### config.mk
export PLATFORM = sky130hd
export DESIGN_NAME = mac_accumulator
export DESIGN_NICKNAME = d
export VERILOG_FILES = /design/src/rtl/mac_pkg.sv /design/src/rtl/kogge_stone_Nbit_NOCLK.sv /design/src/rtl/mac_accumulator.sv
export SDC_FILE = /design/constraint.sdc
export NUM_CORES = 1
export LEC_CHECK = 0
export BUFFER_PORTS_ARGS = -buffer_cell sky130_fd_sc_hd__clkbuf_2
export CAP_MARGIN = 0
export CORE_MARGIN = 8
export CORE_UTILIZATION = 55
export CTS_CLUSTER_DIAMETER = 80
export DETAILED_ROUTE_END_ITERATION = 6
export GPL_TIMING_DRIVEN = 0
export HOLD_SLACK_MARGIN = 0.06
export MAX_ROUTING_LAYER = met4
export PLACE_DENSITY = 0.78
export SLEW_MARGIN = 40
export SYNTH_ARGS = -nofsm -noshare
export SYNTH_HDL_FRONTEND = slang
export SYNTH_SLANG_ARGS = --single-unit
### constraint.sdc
create_clock -name CLK -period 3.1 [get_ports CLK]
set_input_delay 0.155 -clock CLK [delete_from_list [all_inputs] [get_ports CLK]]
set_output_delay 0.155 -clock CLK [all_outputs]
set_load 0.005 [all_outputs]
### src/rtl/mac_pkg.sv
// Shared types and width derivation for the MAC accumulator slice.
package mac_pkg;

  typedef enum logic [1:0] {
    IDLE = 2'd0,
    ACC  = 2'd1,
    DONE = 2'd2
  } state_t;

  localparam int unsigned BW_DEF    = 16;
  localparam int unsigned GUARD_DEF = 8;
  localparam int unsigned ACC_W     = 2 * BW_DEF + GUARD_DEF;

  function automatic int unsigned acc_width(input int unsigned bw, input int unsigned guard);
    return 2 * bw + guard;
  endfunction

endpackage

### src/rtl/kogge_stone_Nbit_NOCLK.sv
// Combinational bw-bit Kogge-Stone parallel-prefix adder with carry in/out.
module kogge_stone_Nbit_NOCLK #(
  parameter int unsigned bw = 8
) (
  input  logic [bw-1:0] a,
  input  logic [bw-1:0] b,
  input  logic          cin,
  output logic [bw-1:0] sum,
  output logic          cout
);

  localparam int unsigned LV = (bw > 1) ? $clog2(bw) : 1;

  logic [bw-1:0] g [0:LV];
  logic [bw-1:0] p [0:LV];
  logic [bw:0]   c;

  always_comb begin
    g[0] = a & b;
    p[0] = a ^ b;
    for (int unsigned l = 0; l < LV; l++) begin
      g[l+1] = g[l];
      p[l+1] = p[l];
      for (int unsigned i = (32'd1 << l); i < bw; i++) begin
        g[l+1][i] = g[l][i] | (p[l][i] & g[l][i - (32'd1 << l)]);
        p[l+1][i] = p[l][i] & p[l][i - (32'd1 << l)];
      end
    end
  end

  // Group generate/propagate spanning bit 0 folds cin into every carry.
  always_comb begin
    c    = '0;
    c[0] = cin;
    for (int unsigned i = 0; i < bw; i++) begin
      c[i+1] = g[LV][i] | (p[LV][i] & cin);
    end
  end

  assign sum  = p[0] ^ c[bw-1:0];
  assign cout = c[bw];

endmodule

### src/rtl/mac_accumulator.sv
// Dot-product accumulator: sums vec_len products, presents result on valid/ready.
module mac_accumulator
  import mac_pkg::*;
#(
  parameter  int unsigned BW    = 16,
  parameter  int unsigned GUARD = 8,
  parameter  int unsigned LEN_W = 8,
  localparam int unsigned AW    = acc_width(BW, GUARD)
) (
  input  logic            CLK,
  input  logic            RESET,
  input  logic            start,
  input  logic [LEN_W-1:0] vec_len,
  input  logic            prod_valid,
  input  logic [2*BW-1:0] prod,
  output logic            busy,
  output logic            res_valid,
  input  logic            res_ready,
  output logic [AW-1:0]   res,
  output logic            ovf
);

  state_t           state_q, state_d;
  logic [AW-1:0]    acc;
  logic [AW-1:0]    res_q;
  logic [LEN_W-1:0] count;
  logic [LEN_W-1:0] len_q;
  logic             ovf_q;

  logic [AW-1:0]    addend;
  logic [AW-1:0]    acc_sum;
  logic             acc_cout;
  logic             start_ok;
  logic             last;

  assign addend = AW'(prod);

  kogge_stone_Nbit_NOCLK #(.bw(AW)) u_add (
    .a    (acc),
    .b    (addend),
    .cin  (1'b0),
    .sum  (acc_sum),
    .cout (acc_cout)
  );

  // A start is honoured in IDLE, or in DONE only on the handshake cycle.
  assign start_ok = start && ((state_q == IDLE) || ((state_q == DONE) && res_ready));
  assign last     = (count == len_q - LEN_W'(1));

  always_comb begin
    state_d = state_q;
    case (state_q)
      IDLE: begin
        if (start) state_d = (vec_len == '0) ? DONE : ACC;
      end
      ACC: begin
        if (prod_valid && last) state_d = DONE;
      end
      DONE: begin
        if (res_ready) begin
          if (start) state_d = (vec_len == '0) ? DONE : ACC;
          else       state_d = IDLE;
        end
      end
      default: state_d = IDLE;
    endcase
  end

  always_ff @(posedge CLK) begin
    if (RESET) begin
      state_q <= IDLE;
      acc     <= '0;
      res_q   <= '0;
      count   <= '0;
      len_q   <= '0;
      ovf_q   <= 1'b0;
    end else begin
      state_q <= state_d;
      if (start_ok) begin
        len_q <= vec_len;
        acc   <= '0;
        count <= '0;
        ovf_q <= 1'b0;
        if (vec_len == '0) res_q <= '0;
      end else if ((state_q == ACC) && prod_valid) begin
        acc   <= acc_sum;
        count <= count + LEN_W'(1);
        if (acc_cout) ovf_q <= 1'b1;
        if (last)     res_q <= acc_sum;
      end
    end
  end

  assign busy      = (state_q != IDLE);
  assign res_valid = (state_q == DONE);
  assign res       = res_q;
  assign ovf       = ovf_q;

endmodule

==> metrics list, run 1 <==
- Number of antenna-violating nets in the routed design: 0
- In the global route stage, met3 resource usage came out at 3.837%.
* Number of hold violations in the final report: 0
- Share of total power in the clock network: 34.3%
- Final setup skew: 0.01370 ns
* Most frequent cell after synthesis: dfxtp_1
- Of the available clock period, the critical path in the final layout requires 95.96%.
- Wires add up to 16420 µm.
* Number of antenna violations at the first check in global routing: 1
- CTS placed an instance of clkbuf_8 at the clock tree root.
- Summing the areas of all compound-gate instances in the mapped netlist gives 22.95% of the synthesized area.
- Yosys mapped the design onto 62 distinct sky130hd cell types.
- Gate Count Post-Synth: 699
- The run finished with clean final reports.
- Initial Util: 55.93%
* Post-Syn Area per Cell: 8.150 µm²
* Gr ovfl total: 0
- After layout, the design draws a total of 2.633 mW.
* Total track usage: 24.16%
- Clock network latency to the later pin of the worst-skew pair: 0.38 ns
* Final-stage net count: 885
- Clock-pin slew was measured on the worst setup and hold paths at 0.10 ns.
- The pre-antenna-repair detailed-routing pass consisted of 5 iterations.
- The count of cells in the finished layout, fillers not included, comes to 947.
* Number of setup violations in the final report: 0
* WL/cell: 17.34 µm
* Synth Register Bits: 99
- Clock tree from TritonCTS: yes
- Type of the most critical hold path: primary input to flop
- The synthesized netlist devotes 7.819% of its cell area to adder and majority cells.
- Top_reg_cell synth: dfxtp_1
- Setup slack on the critical path of the routed design comes to 0.1253 ns.
- Internal power contribution: 1.873 mW
- At the end of routability-driven placement, the weighted congestion stood at 0.9310.
- Signed area change from the synthesized netlist to the final layout: 16.41%
* Number of H-tree levels: 3
- Dpl cells: 921
* Switch Pwr: 759.7 µW
- The first global-routing pass estimated 27140 µm of wire.
* Sequential element share of the synthesized area: 34.79%
- Entering global routing, the biggest net connects 17 pins.
- Half-perimeter wire length after detailed placement: 12720 µm
- Core area: 10180 µm²
* CP endpoint kind: flop
- Pre-CTS setup slack: -0.06311 ns
* Leakage power: 2.760 nW
* Maximum clock insertion buffer count: 2
* Worst-path fanout max: 10
- Xor/xnor share of the synthesized area: 6.457%
- Die span in x: 117.8 µm
* Area share of the largest cell type after synthesis: 34.79%
- Worst slew pin tran: 0.7584 ns
- Critical Path Source Type: flop
- Measured on the finished design, the core utilization comes to 65.11%.
- The smallest clock period supported by the final layout is computed as 2.975 ns.
- Crit Path Category: flop to flop
- Number of clock buffers inserted by TritonCTS: 9
* Slew Limit Headroom: 49.44%
* Setup TNS Final: 0 ns
- For the worst setup path, the data required time is 3.37 ns.
- Ranking of synthesized cells by instance count: dfxtp_1, nand2_1, a21oi_1
- Counting flops with a built-in enable in the synthesized netlist gives 0.
- The biggest area contributor in the post-synthesis netlist is dfxtp_1.
- Power spread over the standard cell area amounts to 397.1 nW/µm².
- 88 I/O pins were placed.
* Die H: 117.8 µm
* Number of nets produced by synthesis: 779
* Asr flop ratio synth: 0%
* Highest clock frequency the design can meet: 336.2 MHz
- Switching part of the total power: 28.85%
* Share of power burned in combinational logic: 15.9%
* Port Buffers: 86
* CP Data Arrival Time: 3.25 ns
- Dominant combinational cell family by area after synthesis: compound AO/OA/AOI/OAI gates
- CTS saw 99 sinks.
* Layout filler cell count: 915
* Global-route track usage on met1: 30.06%
- The via count of the first global-routing pass is 5556.
* Area fraction in and, or, nand and nor cells after synthesis: 22.42%
- Most used routing layer in global routing: met2
* Post-synthesis mux area share: 1.933%
- Setup repair after global routing left no endpoint under its margin.
- Sorting the synthesized cells by area gives the leading types as dfxtp_1, ha_1, nand2_1.
- For this run, design rule violations remaining after detail routing come to 0.
* Vias per cell: 5.954
- Post-synth design cell area: 5697 µm²
- Max Cap Violations: 0
* Routing usage on met2: 39.12%
- Fraction of final layout cells with drive strength greater than 1: 16.30%
* FP Rows: 37
- Yosys warning total: 0
- Portion of total power attributed to sequential cells: 49.7%
- Across all layers, the routed design uses 5638 vias.
- IR analysis of the VDD net gives a maximum drop of 0.1935 mV.
- The die covers 13870 µm².
- The final number of max-transition violations is 0.
- Drt first-iter violations: 407
-- layout by cell type, fill, tap and decap left out, types with 14 or more instances in the layout --
| master | instances |
|---|---|
| nand3_1 | 27 |
| xnor2_1 | 28 |
| xor2_1 | 14 |
| a22o_1 | 16 |
| a21oi_1 | 71 |
| ha_1 | 34 |
| nor2_1 | 54 |
| nand2_1 | 96 |
| clkbuf_2 | 91 |
| clkbuf_1 | 25 |
| dfxtp_1 | 99 |
| o21ai_0 | 20 |
| a21o_1 | 18 |
| nand4_1 | 15 |
-- layer usage --
metal  part of all wire (%)  vias up
met5                      0        -
met4                    1.8        0
met3                    5.0       27
met2                     47      171
met1                     47     2690
li1                       -     2750
-- registers in the layout, summed over array words and instances, names as in the netlist --
signal   cells
state_q      2
acc         40
ovf          1
len_q        8
count        8
res         40
-- per-stage QoR --
stage | hold slack [ns] | area [µm²]
floorplan | 0.3026 | 5697
global placement | 0.4039 | 6297
detailed placement | 0.4179 | 6297
CTS | 0.08955 | 6594
global route | 0.1012 | 6631
finish | 0.09382 | 6631
-- final cells by class --
type	count	area [µm²]	area share [%]
multi-input cells	549	3536	53.32
flip-flops and latches	99	1982	29.89
repair buffers	95	518.0	7.811
plain buffers	40	171.4	2.585
well taps	136	170.2	2.566
clock buffers	12	155.1	2.340
clock inverters	4	55.05	0.8302
inverters	11	41.29	0.6226
diodes	1	2.502	0.03774
-- repair_timing --
item                                   CTS  global route
hold buffers                             8             0
setup endpoints to repair                2            43
resized for setup                        1            12
buffers inserted                         0             1
pin swaps                                0             1
endpoints found under the hold margin    8             0
-- power groups by stage --
| stage | combinational, mW | sequential, mW | clock (mW) |
|---|---|---|---|
| after detailed placement | 0.400 | 1.34 | 0 |
| after global routing | 0.464 | 1.31 | 0.966 |
| final | 0.420 | 1.31 | 0.904 |
| after CTS | 0.411 | 1.31 | 0.912 |
| after global placement | 0.389 | 1.34 | 0 |
| after floorplan | 0.282 | 1.33 | 0 |
-- final timing paths --
kind	start	endpoint	slack (ns)	cells after the start
setup / recovery	acc[0]	res[34]	0.13	11
hold / removal	RESET	acc[36]	0.09	3
setup reg to reg	acc[0]	res[34]	0.13	11
hold reg to reg	res[33]	res[33]	0.45	2
-- cells by family (layout without fill, tap and decap cells) --
group	count (synthesis)	in the layout
simple gates	263	263
compound gates	198	198
flops	99	99
buf+inv	51	162
xor+xnor	42	42
fa+ha+maj	35	35
mux	11	11
other cells	0	1
-- worst max-delay path: stages (launching register included) --
cell and delay, ns:
dfxtp_1 0.34, ha_1 0.19, fa_1 0.26, a211oi_1 0.11, nor2_2 0.24, a31oi_4 0.16
a2111o_1 0.45, a21oi_4 0.22, nor3_1 0.10, buf_2 0.18, o311a_1 0.36, a221o_1 0.25
Power figures use the tool's default switching activity.
==> run 2, diff against run 1 <==
- ABC_AREA: unset -> 1
- PLACE_DENSITY: 0.78 -> 0.76
==> run 2 against run 1 <==
Compared with the run above: combinational power is 46% higher; register-to-register slack better by 0.62 ns; area after synthesis is 22% higher; global-route usage is 2.6 points higher; sequential share of layout area is 4.7 points lower.
==> metrics list, run 2 <==
* Status: complete, no violations
- The port buffer count was 86 (unchanged).
- The root buffer cell chosen for the clock tree is clkbuf_16.
* Gate Count Post-Synth: 1119 (+60%)
- Most frequent cell after synthesis: nand2_1
- The number of warning messages in the yosys log is 0 (unchanged).
* Cells on worst reg2reg path: 13 (+2)
* Half-perimeter wire length after detailed placement: 17360 µm (+36%)
- Gr ovfl total: 0 (unchanged)
- The final sum of negative setup slack came to 0 ns (unchanged).
- Vias per cell: 5.219 (-12%)
* Dominant combinational cell family by area after synthesis: simple AND/OR/NAND/NOR gates
* Post-synthesis mux area share: 0% (-1.9 points)
- Worst slew pin tran: 0.7033 ns (-0.05512 ns)
- Post-cts resize count: 0 (-1)
- The number of buffers added for setup after CTS is 0 (unchanged).
* Max Cap Violations: 0 (unchanged)
- The count of antenna-violating nets left after detailed routing was 0 (unchanged).
- Maximum clock insertion buffer count: 2 (unchanged)
- Asr flop ratio synth: 0% (unchanged)
- The number of sinks handled by clock tree synthesis came to 99 (unchanged).
- Number of global-route vias before repair: 6702 (+21%)
* Commonest cells after routing, fill and taps aside: nand2_1, inv_1, dfxtp_1
* Final-stage net count: 1296 (+46%)
- Drt first-iter violations: 533 (+31%)
- Number of H-tree levels: 3 (unchanged)
- The routed length per placed instance was 15.21 µm (-12%).
- Top_reg_cell synth: dfxtp_1
- The initial core utilization was 55.57% (-0.37 points).
- The initial antenna violation count was 0 (-1).
- The worst vdd rail ir drop is 0.2423 mV (+25%).
- Post-Syn Area per Cell: 6.190 µm² (-24%)
- The latest clock arrival within the worst-skew pair is 0.37 ns (about the same).
- The critical path data required time was 3.40 ns (+0.03 ns).
- Number of flops mapped to enable cells by yosys: 0 (unchanged)
- Signed area change from the synthesized netlist to the final layout: 13.67%
- The die outline area was 16440 µm² (+19%).
* Number of nets produced by synthesis: 1199 (+54%)
* Largest net degree at the start of global routing: 21 (+4)
- Global placer's final weighted congestion: 0.9929 (+6.6%)
- Ranking of synthesized cells by instance count: nand2_1, inv_1, dfxtp_1
* Leakage power: 4.095 nW (+48%)
- The number of cell rows came to 41 (+11%).
- The compound-gate portion of the synthesized area came to 15.05% (-7.9 points).
* Worst Hold Depth: 3 (unchanged)
- The peak clock frequency supported by timing came to 425.1 MHz (+26%).
* Synth Register Bits: 99 (unchanged)
- The worst hold path terminates at state_q[0].
* Die span in x: 128.2 µm (+8.9%)
- The share of Yosys cell area claimed by the top area cell type was 28.61% (-6.2 points).
- The XOR/XNOR share of the synthesized area was 3.540% (-2.9 points).
- The endpoint identified for the worst register-to-register timing path is res[32].
- Leading cell types by total area after synthesis: dfxtp_1, nand2_1, inv_1
* Distinct cell type count of the synthesized netlist: 39 (-37%)
- The fraction of final layout cells with drive strength greater than 1 came to 12.45% (-3.8 points).
- The number of antenna repair diodes was 0 (-1).
- Worst reg2reg path startpoint: acc[0]
- The worst setup path is captured at a flop.
- The adder and majority cell fraction of the synthesized area came to 6.431% (-1.4 points).
- Worst-path fanout max: 4 (-6)
- The core footprint was 12470 µm² (+22%).
* Number of detailed-route iterations in the first pass: 6 (+1)
- The synthesized area came to 6927 µm² (+22%).
* Yosys top cell by area: dfxtp_1
- Hold buffers post-CTS: 0 (-8)
- The share of the clock period used by the worst path was 75.88% (-20 points).
- Setup repair after global routing left no endpoint under its margin.
- Die H: 128.2 µm (+8.9%)
- The number of hold violations in the final report is 0 (unchanged).
* Commonest non-fill, non-tap cell in the layout: nand2_1
* Clock tree from TritonCTS: yes
- Crit Path Category: flop to flop
- The worst setup path is launched from a flop.
* CP Data Arrival Time: 2.65 ns (-0.60 ns)
- The clock transition at the register clock pins on the worst setup and hold paths after CTS came to 0.07 ns (-0.03 ns).
- The ratio of total power to cell area is 395.4 nW/µm² (-0.43%).
- Via Count: 7270 (+29%)
- The final number of max-transition violations is 0 (unchanged).
- The overall global routing resource usage was 26.79% (+2.6 points).
* Final min period: 2.352 ns (-0.6225 ns)
- The worst max-slew margin expressed relative to the limit was 53.11% (+3.7 points).
* Global-route wire length before repair: 33690 µm (+24%)
- Hold path start: start
- The number of DRC violations after detailed routing came to 0 (unchanged).
- Top-Level Pins: 88 (unchanged)
- The total routed wirelength came to 21190 µm (+29%).
* Sequential element share of the synthesized area: 28.61% (-6.2 points)
- Final setup skew: 0.009047 ns (-0.004655 ns)
- Number of clock buffers inserted by TritonCTS: 9 (unchanged)
- The count of filler cells inserted in the layout is 1270 (+39%).
- Number of setup violations in the final report: 0 (unchanged)
- The area share of and/or/nand/nor cells after synthesis was 34.07% (+12 points).
- The setup slack of the worst register-to-register path was 0.75 ns (+0.62 ns).
- Type of the most critical hold path: primary input to flop
- Hold slack final: 0.08373 ns (-0.01009 ns)
run 2: changes by cell type after synthesis, sizes merged, moves of 11 or more:
cell and change:
clkbuf -11, nand4 -13, nor2 +39, mux2i -11, a22o -16, xnor2 -24
o21bai +29, nand3 +69, inv +171, nand2 +258, a21oi +15, a21o -17
o21ai +20
run 2: power by group:
| group | internal, mW | switching [mW] | total [mW] |
|---|---|---|---|
| logic | 0.195 | 0.421 | 0.615 |
| registers | 1.31 | 0.0276 | 1.33 |
| clock network | 0.572 | 0.591 | 1.16 |
run 2: cell type report:
type | count | area, µm² | area share [%]
flip-flops and latches | 99 | 1982 | 25.17
multi-input cells | 809 | 4093 | 51.98
inverters | 182 | 695.7 | 8.835
clock buffers | 9 | 225.2 | 2.860
repair buffers | 86 | 430.4 | 5.466
clock inverters | 7 | 76.32 | 0.9693
plain buffers | 29 | 156.4 | 1.986
well taps | 172 | 215.2 | 2.733
run 2: layer usage:
metal / up-vias / wire length (µm) / track usage [%]
met5: - / 0 / -
met4: 0 / 174 / 6.923
met3: 16 / 1542 / 4.742
met2: 225 / 9659 / 42.93
met1: 3305 / 9817 / 34.07
li1: 3724 / - / -
run 2: critical path, stage by stage (launching register included):
cell and delay [ns]:
dfxtp_1 0.32, ha_1 0.26, fa_1 0.49, nand2_1 0.09, nand3_1 0.09, nand3_1 0.08
nand2_1 0.11, nand2_1 0.14, nand2_1 0.14, nand3b_1 0.16, nand2_1 0.09, nand2_1 0.09
nand3_1 0.08, a21oi_1 0.12
run 2: worst max path at each step:
| stage | from | to | slack (ns) | cells past startpoint |
|---|---|---|---|---|
| detailed placement | acc[0] | res[32] | 0.79 | 13 |
| floorplan | acc[0] | acc[36] | 1.24 | 13 |
| global placement | acc[0] | res[32] | 0.79 | 13 |
| finish | acc[0] | res[32] | 0.75 | 13 |
| global route | acc[0] | acc[32] | 0.59 | 13 |
| CTS | acc[0] | res[32] | 0.76 | 13 |
run 2: stage by stage:
stage / util [%] / instances / power [mW] / area, µm² / worst slack, ns
final: 63.16 / 1393 / 3.113 / 7874 / 0.7478
after global routing: 63.16 / 1393 / 3.246 / 7874 / 0.5927
after CTS: 63.16 / 1393 / 3.120 / 7874 / 0.7616
after detailed placement: 60.74 / 1377 / 1.967 / 7572 / 0.7943
after global placement: 60.74 / 1377 / 1.960 / 7572 / 0.7869
after floorplan: - / 1119 / 1.776 / 6927 / 1.244
run 2: logic make-up after synthesis:
logic type                 Yosys count
buffers and inverters              211
AOI/OAI and AO/OA                  177
adders and majority gates           35
DFF                                 99
and+or+nand+nor                    569
xor gates and xnor gates            28
